$ cat config.mk
export PLATFORM = sky130hd
export DESIGN_NAME = mod_n_sync_counter
export DESIGN_NICKNAME = d
export VERILOG_FILES = /design/src/rtl/mod_counter_pkg.sv /design/src/rtl/sat_event_counter.sv /design/src/rtl/mod_n_sync_counter.sv
export SDC_FILE = /design/constraint.sdc
export NUM_CORES = 1
export LEC_CHECK = 0
export BUFFER_PORTS_ARGS = -buffer_cell sky130_fd_sc_hd__buf_2
export CAP_MARGIN = 10
export CORE_UTILIZATION = 52
export DETAILED_ROUTE_END_ITERATION = 12
export PLACE_DENSITY_LB_ADDON = 0.3
export SETUP_SLACK_MARGIN = 0.5
export SLEW_MARGIN = 20
export SYNTH_ARGS = -nofsm -noshare
export SYNTH_HDL_FRONTEND = slang
export SYNTH_SLANG_ARGS = --single-unit
$ cat constraint.sdc
create_clock -name clk -period 2.2 [get_ports clk]
set_input_delay 0.11 -clock clk [delete_from_list [all_inputs] [get_ports clk]]
set_output_delay 0.11 -clock clk [all_outputs]
set_load 0.01 [all_outputs]
$ cat src/rtl/mod_counter_pkg.sv
// Shared definitions for the counter/timebase blocks: direction encoding and a
// constant-safe ceil(log2) helper for parameter checks.
package mod_counter_pkg;

    localparam logic DIR_UP   = 1'b1;
    localparam logic DIR_DOWN = 1'b0;

    // Number of bits needed to hold the values 0..value-1 (0 for value <= 1).
    function automatic int clog2(input int value);
        int v;
        int result;
        v      = value - 1;
        result = 0;
        while (v > 0) begin
            result = result + 1;
            v      = v >>> 1;
        end
        return result;
    endfunction

endpackage

$ cat src/rtl/sat_event_counter.sv
// Saturating event tally: counts inc pulses, sticks at all-ones, synchronous clear,
// asynchronous active-low reset.
module sat_event_counter #(
    parameter int W = 8
) (
    input  logic         clk,
    input  logic         rst_n,
    input  logic         clr,
    input  logic         inc,
    output logic [W-1:0] cnt
);

    always_ff @(posedge clk or negedge rst_n) begin
        if (!rst_n) begin
            cnt <= '0;
        end else if (clr) begin
            cnt <= '0;
        end else if (inc && (cnt != '1)) begin
            cnt <= cnt + 1'b1;
        end
    end

endmodule

$ cat src/rtl/mod_n_sync_counter.sv
// Synchronous modulo-N up/down counter with cascade tc, wrap pulse and saturating wrap tally.
// Define MODN_LOAD_EN to add the clamped parallel load (load/load_val).
module mod_n_sync_counter
    import mod_counter_pkg::*;
#(
    parameter int WIDTH      = 4,
    parameter int MODULUS    = 12,
    parameter int RESET_VAL  = 0,
    parameter int WRAP_CNT_W = 8
) (
    input  logic                  clk,
    input  logic                  reset,
    input  logic                  en,
    input  logic                  up,
    input  logic                  sclr,
`ifdef MODN_LOAD_EN
    input  logic                  load,
    input  logic [WIDTH-1:0]      load_val,
`endif
    output logic [WIDTH-1:0]      count,
    output logic                  tc,
    output logic                  wrap_pulse,
    output logic [WRAP_CNT_W-1:0] wrap_cnt
);

    if (MODULUS < 2 || clog2(MODULUS) > WIDTH) begin : g_bad_modulus
        $error("mod_n_sync_counter: MODULUS must satisfy 2 <= MODULUS <= 2**WIDTH");
    end
    if (RESET_VAL < 0 || RESET_VAL >= MODULUS) begin : g_bad_reset_val
        $error("mod_n_sync_counter: RESET_VAL must be below MODULUS");
    end

    localparam logic [WIDTH-1:0] MAX_CNT = WIDTH'(MODULUS - 1);
    localparam logic [WIDTH-1:0] RST_CNT = WIDTH'(RESET_VAL);
`ifdef MODN_LOAD_EN
    localparam logic [WIDTH:0]   MOD_EXT = (WIDTH+1)'(MODULUS);
`endif

    logic               at_max;
    logic               at_zero;
    logic               at_edge;
    logic [WIDTH-1:0]   next_count;
    logic               wrap_evt;

    assign at_max  = (count == MAX_CNT);
    assign at_zero = (count == '0);
    assign at_edge = (up == DIR_UP) ? at_max : at_zero;

    // Gated by reset so a held-in-reset stage never enables its downstream neighbour.
    assign tc = reset & en & at_edge;

    always_comb begin
        next_count = count;
        wrap_evt   = 1'b0;
        if (sclr) begin
            next_count = RST_CNT;
        end
`ifdef MODN_LOAD_EN
        else if (load) begin
            next_count = ({1'b0, load_val} < MOD_EXT) ? load_val : MAX_CNT;
        end
`endif
        else if (en) begin
            wrap_evt = at_edge;
            if (up == DIR_UP) begin
                next_count = at_max ? '0 : count + 1'b1;
            end else begin
                next_count = at_zero ? MAX_CNT : count - 1'b1;
            end
        end
    end

    always_ff @(posedge clk or negedge reset) begin
        if (!reset) begin
            count      <= RST_CNT;
            wrap_pulse <= 1'b0;
        end else begin
            count      <= next_count;
            wrap_pulse <= wrap_evt;
        end
    end

    sat_event_counter #(
        .W(WRAP_CNT_W)
    ) u_wrap_tally (
        .clk  (clk),
        .rst_n(reset),
        .clr  (sclr),
        .inc  (wrap_evt),
        .cnt  (wrap_cnt)
    );

endmodule

# [Word-level counts from Yosys, hierarchy flattened]
# Cells that the tools add are included.
[word_totals] ff_bits=13 out_inout_bits=14 input_bits=5 n_memories=0 word_cells=24 latchBits=0 rom_bits=0 mem_bits_rw=0
[classes] n_shift=0 order_cmp=0 n_bitwise=2 mul=0 n_eq_ne=2 n_addsub=3 reduce_logical=4 n_mux=10 n_div=0
[op_table] operator="2-to-1 mux 4 bit" count=5
[op_table] operator="2-to-1 mux 8 bit" count=2
[op_table] operator="adder 8 x 1 -> 8 bit (second input constant)" count=1
[op_table] operator="!= test 8 bit (second input constant)" count=1
[op_table] operator="adder 4 x 1 -> 4 bit (second input constant)" count=1
[op_table] operator="equality test 4 bit (second input constant)" count=1
[op_table] operator="zero test 4 bit" count=1
[op_table] operator="nonzero test 2 bit" count=2
[op_table] operator="subtractor 4 x 1 -> 4 bit (second input constant)" count=1
[op_table] operator="2-to-1 mux 1 bit" count=3
[op_table] operator="bitwise AND 1 bit" count=2
[op_table] operator="logical AND 1 bit" count=1

# [Longest topological paths before layout]
# Gate-level depths: netlist of run 1.
[logic_depth] word_depth=7 depth_mapped=6 ltp_nobuf=6

# [Cells and area by module]
# Synthesis of run 1 repeated with hierarchy kept, for this count alone.
[unflattened] cells_unflattened=89 area_unflattened_um2=835.8
[by_module_without_submodules] mod="sat_event_counter" n_inst=1 cells_per_inst=49 seq_area_each_um2=200.2 area_each_um2=464.2
[by_module_without_submodules] mod="mod_n_sync_counter" n_inst=1 cells_per_inst=40 seq_area_each_um2=125.1 area_each_um2=371.6

# [Least setup slack after synthesis of run 1]
# No wires, ideal clock.
[synth_path] path_type="register to register" start="register count[0]" end="register u_wrap_tally.cnt[0]" path_buffers=0 synth_period_minus_slack_ps=1957 slack_ps=243 t_required_ps=2075 arrival_time_ps=1832 path_stages_with_launch=7 cell_sequence="dfrtp_1 -> inv_1 -> ha_1 -> or3b_4 -> a21oi_4 -> and2b_1 -> mux2_2"
[synth_via] elab_chain_cells=6 elab_cells_between_ends=7 classes_between="eq/ne (1); mux (3); reduce/logical (3)"
[synth_rtl] element="from (decl)" line_no="mod_n_sync_counter.sv:20" text="output logic [WIDTH-1:0] count,"
[synth_rtl] element="from (signal assigned)" line_no="mod_n_sync_counter.sv:78" text="count <= next_count;"
[synth_rtl] element="equality test 4 bit or zero test 4 bit (tied branches)" line_no="mod_n_sync_counter.sv:45, mod_n_sync_counter.sv:46"
[synth_rtl] element="2-to-1 mux 1 bit *" line_no="mod_n_sync_counter.sv:47" text="assign at_edge = (up == DIR_UP) ? at_max : at_zero;"
[synth_rtl] element="2-to-1 mux 1 bit *" line_no="mod_n_sync_counter.sv:63" text="else if (en) begin"
[synth_rtl] element="2-to-1 mux 1 bit *" line_no="mod_n_sync_counter.sv:55" text="if (sclr) begin"
[synth_rtl] element="logical AND 1 bit *" line_no="sat_event_counter.sv:18" text="end else if (inc && (cnt != '1)) begin"
[synth_rtl] element="nonzero test 2 bit (no source line) *"
[synth_rtl] element="to (signal assigned)" line_no="sat_event_counter.sv:19" text="cnt <= cnt + 1'b1;"
[synth_rtl] element="to (decl)" line_no="sat_event_counter.sv:10" text="output logic [W-1:0] cnt"
# Every way passes the cells marked *; elsewhere a longest branch is shown, timed or not.
# A chain may end at the register's enable or synchronous reset.

# [Worst setup path after layout of run 1]
[layout_path] start="register count[1]" end="output port tc"
[layout_via] elab_chain_cells=3 elab_cells_between_ends=4 classes_between="eq/ne (1); mux (1); bitwise (1); reduce/logical (1)"
[layout_rtl] element="equality test 4 bit or zero test 4 bit (tied branches)" line_no="mod_n_sync_counter.sv:45, mod_n_sync_counter.sv:46"
[layout_rtl] element="2-to-1 mux 1 bit *" line_no="mod_n_sync_counter.sv:47"
[layout_rtl] element="bitwise AND 1 bit *" line_no="mod_n_sync_counter.sv:50" text="assign tc = reset & en & at_edge;"
[layout_rtl] element="to (decl)" line_no="mod_n_sync_counter.sv:21" text="output logic tc,"
# Marked as above.

==> metrics.yaml, run 1 <==
status: "finished clean"
vias: 776
design_area_um2: 1070
fin_util: 0.711
die_h_um: 42.4
row_count: 14
synthFlopType: "dfrtp_1"
worstPathMaxFanout: 4
firstDrtPassIters: 4
drv_slew: 0
diodes: 0
final.fill_count: 118
drtIter0Drc: 20
critPathBufInv: 2
cts_root_buf: "clkbuf_4"
cap_violations: 0
wire_per_inst_um: 14.4
grt_overflow: 0
power_density_nw_per_um2: 524
grt_antenna_before_repair: 0
synth_edf_count: 0
end_kind: "output pin"
clock_path_buffers: 2
syn_to_final_growth_pct: 26.4
ys_warn_count: 0
crit_type: "reg -> out"
finalHoldViolCount: 0
h-tree-depth: 1
max_freq_ghz: 0.541
p_leak_uw: 0.000482
worstPathCellList: "inv_2 -> ha_4 -> or3b_4 -> a21oi_4 -> and2_1 -> buf_2"
r2r-end: "u_wrap_tally.cnt[4]"
final_nets: 124
cp_top_family: "simple AND/OR/NAND/NOR gates"
fin_crit_ns: 1.85
grt_start_max_net_pins: 16
drive_gt1_frac: 0.391
power_uw: 561
cts_buffers: 3
portBuffers: 18
syn_inst: 88
synth_cell_type_count: 35
cpPeakStageDelay_ns: 0.42
hold_end: "count[2]"
cts.sinks: 13
viasPerCell: 5.92
slowest_stage: "dfrtp_2"
netlist_top_cells_area: "dfrtp_1 (38%), mux2i_1 (4.7%), ha_1 (4.4%)"
crit_arrival_ns: 1.74
holdPathStages: 2
die_area_um2: 1790
ys_seq_area_frac: 0.384
avgSynthCellArea_um2: 9.63
fp.dieW_um: 42.4
cp-start-kind: "flip-flop"
synth_top_area_share: 0.384
coreArea_um2: 1510
async_reset_ff_frac: 1.00
synthesis.area_um2: 847
hp-class: "in -> reg"
drc: 0
finalCritPeriodShare: 0.840
grt_first_pass_wirelength_um: 3370
worst_ep_required_time_ns: 2.09
syn_nets: 96
placed_area_um2: 957
worstRegToRegCells: 7
finClkSkew_ns: 0.00221
hp-start: "en"
place.gp.congestion: 0.789
dp_hpwl_um: 1250
insertion_delay_ns: 0.29
clk_pin_slew_ns: 0.08
grt_util_all_layers: 0.247
drtAntennaViolNets: 0
grt_pass1_vias: 746
yosysTopAreaCell: "dfrtp_1"
place_ws_ns: 0.247
fin_ws_ns: 0.352
reg2reg_from: "count[1]"
rrSetupSlack_ns: 0.38
io_pins: 19
synth-seq-cells: 13
rsz0062_at_grt: "yes"
drt-total-wl_um: 1890
irDropWorstVdd_uv: 363
fin_setup_tns_ns: 0
final-setup-viol-count: 0
tritoncts: "yes"
initial_core_util: 0.562
worst_pin_slew_ns: 0.577
relSlewSlack: 0.614
cell families after synthesis:
logic type / count (synthesis) / share of synthesized area
AND/OR/NAND/NOR: 35 / 0.220
AO/OA/AOI/OAI: 23 / 0.230
flip-flops: 13 / 0.384
buffers and inverters: 7 / 0.0399
multiplexers: 5 / 0.0606
adder cells (fa/ha/maj): 3 / 0.0443
XOR/XNOR: 2 / 0.0207
placed cells by master, fill, tap and decap left out, types with 2 or more instances in the layout:
cell type / instances
a211oi_1: 2
a21oi_1: 4
a311oi_1: 2
a31oi_1: 4
buf_2: 18
buf_4: 7
clkbuf_4: 3
dfrtp_1: 11
dfrtp_2: 2
inv_2: 2
mux2i_1: 4
nand2_1: 6
nand2b_1: 4
nand3_1: 3
nor2_1: 7
nor2b_1: 2
nor3_1: 4
o31ai_1: 2
xnor2_1: 2
what timing repair did:
| action | in CTS | in global routing |
|---|---|---|
| endpoints found under the setup margin | 9 | 9 |
| endpoints found under the hold margin | 13 | 0 |
| pin swaps | 3 | 2 |
| buffers inserted | 7 | 1 |
| hold buffers | 1 | 0 |
| gates resized for setup | 3 | 2 |
cells in the mapped netlist (all sizes together) (2+ instances only):
cell type   n
nand2b      4
nand2       6
a211oi      3
clkbuf      3
xnor2       2
ha          3
inv         3
nor2b       2
nor3        5
and3        2
dfrtp      13
a31oi       4
mux2i       4
a21oi       5
nor2        7
o31ai       2
a311oi      3
nand3       4
worst register-to-register path, cell delays in order, from the launching register on:
cell and delay [ns]:
dfrtp_2 0.42, inv_2 0.08, ha_4 0.12, or3b_4 0.40
a21oi_4 0.17, buf_4 0.16, a41oi_1 0.12, a311oi_1 0.25
per-layer routing:
metal,track usage,vias to the layer above,share of wire
li1,-,379,-
met1,0.365,374,0.49
met2,0.372,20,0.46
met3,0.0259,3,0.035
met4,0.0938,0,0.014
met5,0,-,0
sequential cells by signal (all words and copies together) (netlist names):
register	flops
wrap_pulse	1
count	4
u_wrap_tally.cnt	8
worst max-delay path by stage:
stage | start | endpoint | slack (ns) | cells past startpoint
after floorplan | count[1] | u_wrap_tally.cnt[0] | 0.34 | 6
after global placement | count[1] | u_wrap_tally.cnt[0] | 0.32 | 6
after detailed placement | count[0] | u_wrap_tally.cnt[0] | 0.25 | 6
after CTS | count[0] | tc | 0.34 | 6
after global routing | count[1] | tc | 0.28 | 6
final | count[1] | tc | 0.35 | 6
layout make-up:
cell class,instances,area [µm²],area share
clock buffer,4,26.3,0.0245
tap,16,20.0,0.0187
timing repair buffer,27,164,0.153
sequential,13,328,0.306
multi-input combinational,68,522,0.487
inverter,3,11.3,0.0105
through the flow:
stage | std cells | hold WS (ns)
3_5_place_dp | 118 | 0.0158
3_3_place_gp | 118 | 0.0162
5_1_grt | 131 | 0.169
6_report | 131 | 0.138
2_1_floorplan | 88 | -0.186
4_1_cts | 130 | 0.136
power breakdown:
group	leakage, µW	internal [µW]	switching, µW
Sequential	0.000175	249	13.1
Combinational	0.000292	71.3	69.6
Clock	0.0000150	70.6	87.8
Total	0.000482	391	171
Power figures use the tool's default switching activity.
==> run 2: changes to the inputs <==
==> constraint.sdc (replaced) <==
create_clock -name clk -period 1.9 [get_ports clk]
set_input_delay 0.095 -clock clk [delete_from_list [all_inputs] [get_ports clk]]
set_output_delay 0.095 -clock clk [all_outputs]
set_load 0.01 [all_outputs]
==> metrics.yaml, run 2 (synthesis gave the netlist of run 1 again) <==
hp-class: "in -> reg"
worstPathMaxFanout: 2
cap_violations: 0
irDropWorstVdd_uv: 368
drtIter0Drc: 33
whs_ns: 0.133
multi_input_area_um2: 557
finClkSkew_ns: 0.000900
fin_crit_ns: 1.95
row_count: 14
grt_pass1_vias: 751
coreArea_um2: 1510
relSlewSlack: 0.597
firstDrtPassIters: 5
h-tree-depth: 1
top_register: "u_wrap_tally.cnt"
violations: "negative setup slack"
layout_commonest_cell: "buf_2"
fp.dieW_um: 42.4
finalCritPeriodShare: 1.02
place.gp.congestion: 0.924
cpPeakStageDelay_ns: 0.42
wire_per_inst_um: 16.1
grt_overflow: 0
cts.sinks: 13
diodes: 0
clk_pin_slew_ns: 0.09
worst_pin_slew_ns: 0.602
io_pins: 19
drtAntennaViolNets: 0
cp_top_family: "simple AND/OR/NAND/NOR gates"
cp-start-kind: "flip-flop"
crit_type: "reg -> out"
die_area_um2: 1790
initial_core_util: 0.562
portBuffers: 18
worst_ep_required_time_ns: 1.80
fin_util: 0.758
end_kind: "output pin"
final_cell_mix: "buf_2 (17), dfrtp_1 (11), buf_4 (8), nor2_1 (7), nand2_1 (6)"
insertion_delay_ns: 0.29
seq_area_um2: 328
grt_antenna_before_repair: 0
vias: 834
power_density_nw_per_um2: 601
final_nets: 127
clock_path_buffers: 2
reg.largest.list: "u_wrap_tally.cnt (8), count (4), wrap_pulse (1)"
final.fill_count: 120
drive_gt1_frac: 0.458
grt_first_pass_wirelength_um: 3380
status: "finished, violations left"
fin_setup_tns_ns: -0.0577
viasPerCell: 6.22
grt_util_all_layers: 0.251
final-setup-viol-count: 2
worstPathCellList: "inv_2 -> ha_4 -> or3b_4 -> a21oi_4 -> buf_6 -> and2_4 -> buf_6"
max_freq_ghz: 0.514
drt-total-wl_um: 2150
rsz0062_at_grt: "yes"
cts_root_buf: "clkbuf_4"
finalHoldViolCount: 0
fin_ws_ns: -0.0453
drv_slew: 0
critPathBufInv: 3
p_leak_uw: 0.000513
syn_to_final_growth_pct: 34.9
crit_arrival_ns: 1.85
drc: 0
die_h_um: 42.4
dp_hpwl_um: 1380
tritoncts: "yes"
grt_start_max_net_pins: 16
largest_reg_flops: 8
cts_buffers: 3
cp_common_cell: "buf_6"
slowest_stage: "dfrtp_2"
[run 2: cell type report]
type                            instances  share of cell area
Sequential cell                        13               0.287
Clock buffer                            4              0.0230
Tap cell                               16              0.0175
Timing Repair Buffer                   30               0.175
Inverter                                3             0.00986
Multi-Input combinational cell         68               0.487
[run 2: worst reg2reg max path: stages, from the launching register on]
cell,delay [ns]
dfrtp_2,0.42
inv_2,0.08
ha_4,0.13
or3b_4,0.41
a21oi_4,0.18
buf_4,0.13
and2b_2,0.16
mux2_4,0.30
[run 2: timing repair]
action,in CTS,in global routing
pin swaps,2,7
setup endpoints to repair,11,12
hold buffers,1,0
gates resized for setup,3,12
buffers inserted,5,2
endpoints found under the hold margin,13,0
[run 2: per-layer routing]
metal | vias to the layer above | GRT usage | share of wire
li1 | 388 | - | -
met1 | 413 | 0.353 | 0.45
met2 | 30 | 0.391 | 0.50
met3 | 3 | 0.0388 | 0.045
met4 | 0 | 0.0938 | 0.0093
met5 | - | 0 | 0
[run 2: report_power, final]
group | switching (µW) | internal, µW
Sequential | 7.87 | 288
Combinational | 101 | 101
Clock | 107 | 81.7
Total | 215 | 471
[run 2: path summary, 6_finish.rpt]
kind	from	end	slack (ns)	depth (start not counted)
max in group asynchronous	reset	count[1]	1.09	2
min reg2reg	u_wrap_tally.cnt[1]	u_wrap_tally.cnt[1]	0.59	2
min	en	count[2]	0.13	2
min in group asynchronous	reset	u_wrap_tally.cnt[4]	0.38	2
max reg2reg	count[0]	u_wrap_tally.cnt[0]	-0.01	7
max	count[0]	tc	-0.05	7
[run 2: metrics by stage]
stage	power (µW)	area [µm²]	instances	setup slack (ns)
3_3_place_gp	447	987	122	0.130
6_report	687	1140	134	-0.0453
2_1_floorplan	408	870	88	0.0418
5_1_grt	707	1140	134	-0.0644
3_5_place_dp	454	987	122	0.0798
4_1_cts	658	1070	132	0.0122
==> run 3: changes to the inputs <==
--- a/config.mk
+++ b/config.mk
@@ -7,9 +7,10 @@
 export LEC_CHECK = 0
 export BUFFER_PORTS_ARGS = -buffer_cell sky130_fd_sc_hd__buf_2
 export CAP_MARGIN = 10
-export CORE_UTILIZATION = 52
+export CORE_UTILIZATION = 50
 export DETAILED_ROUTE_END_ITERATION = 12
 export PLACE_DENSITY_LB_ADDON = 0.3
+export RECOVER_POWER = 50
 export SETUP_SLACK_MARGIN = 0.5
 export SLEW_MARGIN = 20
 export SYNTH_ARGS = -nofsm -noshare
==> metrics.yaml, run 3 (synthesis gave the netlist of run 1 again) <==
relSlewSlack: 0.582
cts_root_buf: "clkbuf_4"
worstPathCellList: "inv_2 -> ha_4 -> or3b_4 -> a21oi_4 -> buf_6 -> and2_1 -> buf_2"
grt_util_all_layers: 0.253
end_kind: "output pin"
power_density_nw_per_um2: 608
syn_to_final_growth_pct: 30.1
rrSetupSlack_ns: 0.03
firstDrtPassIters: 4
reg.largest.list: "u_wrap_tally.cnt (8), count (4), wrap_pulse (1)"
worstPathMaxFanout: 2
insertion_delay_ns: 0.29
drc: 0
grt_first_pass_wirelength_um: 3470
tritoncts: "yes"
finalCritPeriodShare: 1.00
p_leak_uw: 0.000469
crit_type: "reg -> out"
crit_arrival_ns: 1.81
drv_slew: 0
rsz0062_at_grt: "yes"
cts_buffers: 3
cp-start-kind: "flip-flop"
final-setup-viol-count: 1
grt_start_max_net_pins: 16
drtIter0Drc: 24
violations: "negative setup slack"
cpPeakStageDelay_ns: 0.41
grt_pass1_vias: 765
hp-class: "in -> reg"
viasPerCell: 6.21
drive_gt1_frac: 0.391
worst_ep_required_time_ns: 1.80
coreArea_um2: 1540
grt_antenna_before_repair: 0
drt-total-wl_um: 2220
multi_input_area_um2: 559
design_area_um2: 1100
whs_ns: 0.121
cap_violations: 0
hp-start: "en"
final_nets: 124
h-tree-depth: 1
clk_pin_slew_ns: 0.09
largest_reg_flops: 8
worst_pin_slew_ns: 0.625
seq_area_um2: 328
portBuffers: 18
max_freq_ghz: 0.526
io_pins: 19
diodes: 0
worstRegToRegCells: 8
place.gp.congestion: 0.917
die_area_um2: 1860
finalHoldViolCount: 0
final.fill_count: 118
final_cell_mix: "buf_2 (12), dfrtp_1 (11), nor2_1 (7), buf_4 (7)"
slowest_stage: "dfrtp_2"
drtAntennaViolNets: 0
dp_hpwl_um: 1320
irDropWorstVdd_uv: 409
clock_path_buffers: 2
grt_overflow: 0
die_h_um: 43.2
fin_ws_ns: -0.000167
initial_core_util: 0.550
holdPathStages: 2
finClkSkew_ns: 0.00132
row_count: 14
vias: 813
r2r-end: "u_wrap_tally.cnt[4]"
cts.sinks: 13
reg2reg_from: "count[1]"
placed_area_um2: 995
status: "finished, violations left"
wire_per_inst_um: 16.9
top_register: "u_wrap_tally.cnt"
hold_end: "count[2]"
layout_commonest_cell: "buf_2"
fp.dieW_um: 43.2
fin_crit_ns: 1.90
[run 3: worst max-delay path by stage]
stage	from	to	slack [ns]	depth (start not counted)
after detailed placement	count[1]	u_wrap_tally.cnt[7]	0.14	6
final	count[1]	tc	-0.0002	7
after global routing	count[1]	u_wrap_tally.cnt[4]	-0.04	8
after CTS	count[1]	tc	0.01	7
after global placement	count[1]	u_wrap_tally.cnt[7]	0.17	6
after floorplan	count[1]	u_wrap_tally.cnt[0]	0.04	6
[run 3: through the flow]
stage | power [µW] | utilization | setup slack (ns) | TNS [ns] | cells
after floorplan | 408 | - | 0.0418 | 0 | 88
after global placement | 452 | 0.645 | 0.173 | 0 | 123
after detailed placement | 457 | 0.645 | 0.140 | 0 | 123
after CTS | 654 | 0.690 | 0.0128 | 0 | 130
after global routing | 700 | 0.715 | -0.0372 | -0.0674 | 131
final | 671 | 0.715 | -0.000167 | -0.000167 | 131
[run 3: routing by layer]
metal / GRT usage / routed length (µm) / part of all wire / vias up
met5: 0 / 0 / 0 / -
met4: 0.109 / 42 / 0.019 / 0
met3: 0.0298 / 91 / 0.041 / 5
met2: 0.397 / 1070 / 0.48 / 32
met1: 0.349 / 1020 / 0.46 / 395
li1: - / - / - / 381
[run 3: layout make-up]
| cell class | count | area share |
|---|---|---|
| clock buffer | 3 | 0.0204 |
| clock inverter | 1 | 0.00454 |
| inverter | 3 | 0.0102 |
| multi-input combinational | 68 | 0.507 |
| sequential | 13 | 0.297 |
| tap | 16 | 0.0182 |
| timing repair buffer | 27 | 0.142 |
[run 3: critical path, delay by kind of cell, from the launching register on]
kind | cells | cell delay, ns
AO/OA/AOI/OAI | 1 | 0.14
flip-flops | 1 | 0.41
AND/OR/NAND/NOR | 2 | 0.51
adder cells (fa/ha/maj) | 1 | 0.13
buffers and inverters | 3 | 0.31
[run 3: where the power goes]
| part | leakage, µW | switching [µW] | total [µW] | internal (µW) |
|---|---|---|---|---|
| registers | 0.000175 | 8.42 | 297 | 288 |
| clock network | 0.0000177 | 109 | 187 | 78.5 |
| logic | 0.000276 | 101 | 187 | 86.1 |
[run 3: timing repair]
| item | 4_1_cts | 5_1_grt |
|---|---|---|
| hold buffers | 1 | 0 |
| cloned | 0 | 0 |
| gates resized for setup | 3 | 8 |
| buffers inserted | 2 | 1 |
| setup endpoints to repair | 11 | 12 |
| pin swaps | 4 | 5 |
| hold endpoints to repair | 13 | 0 |
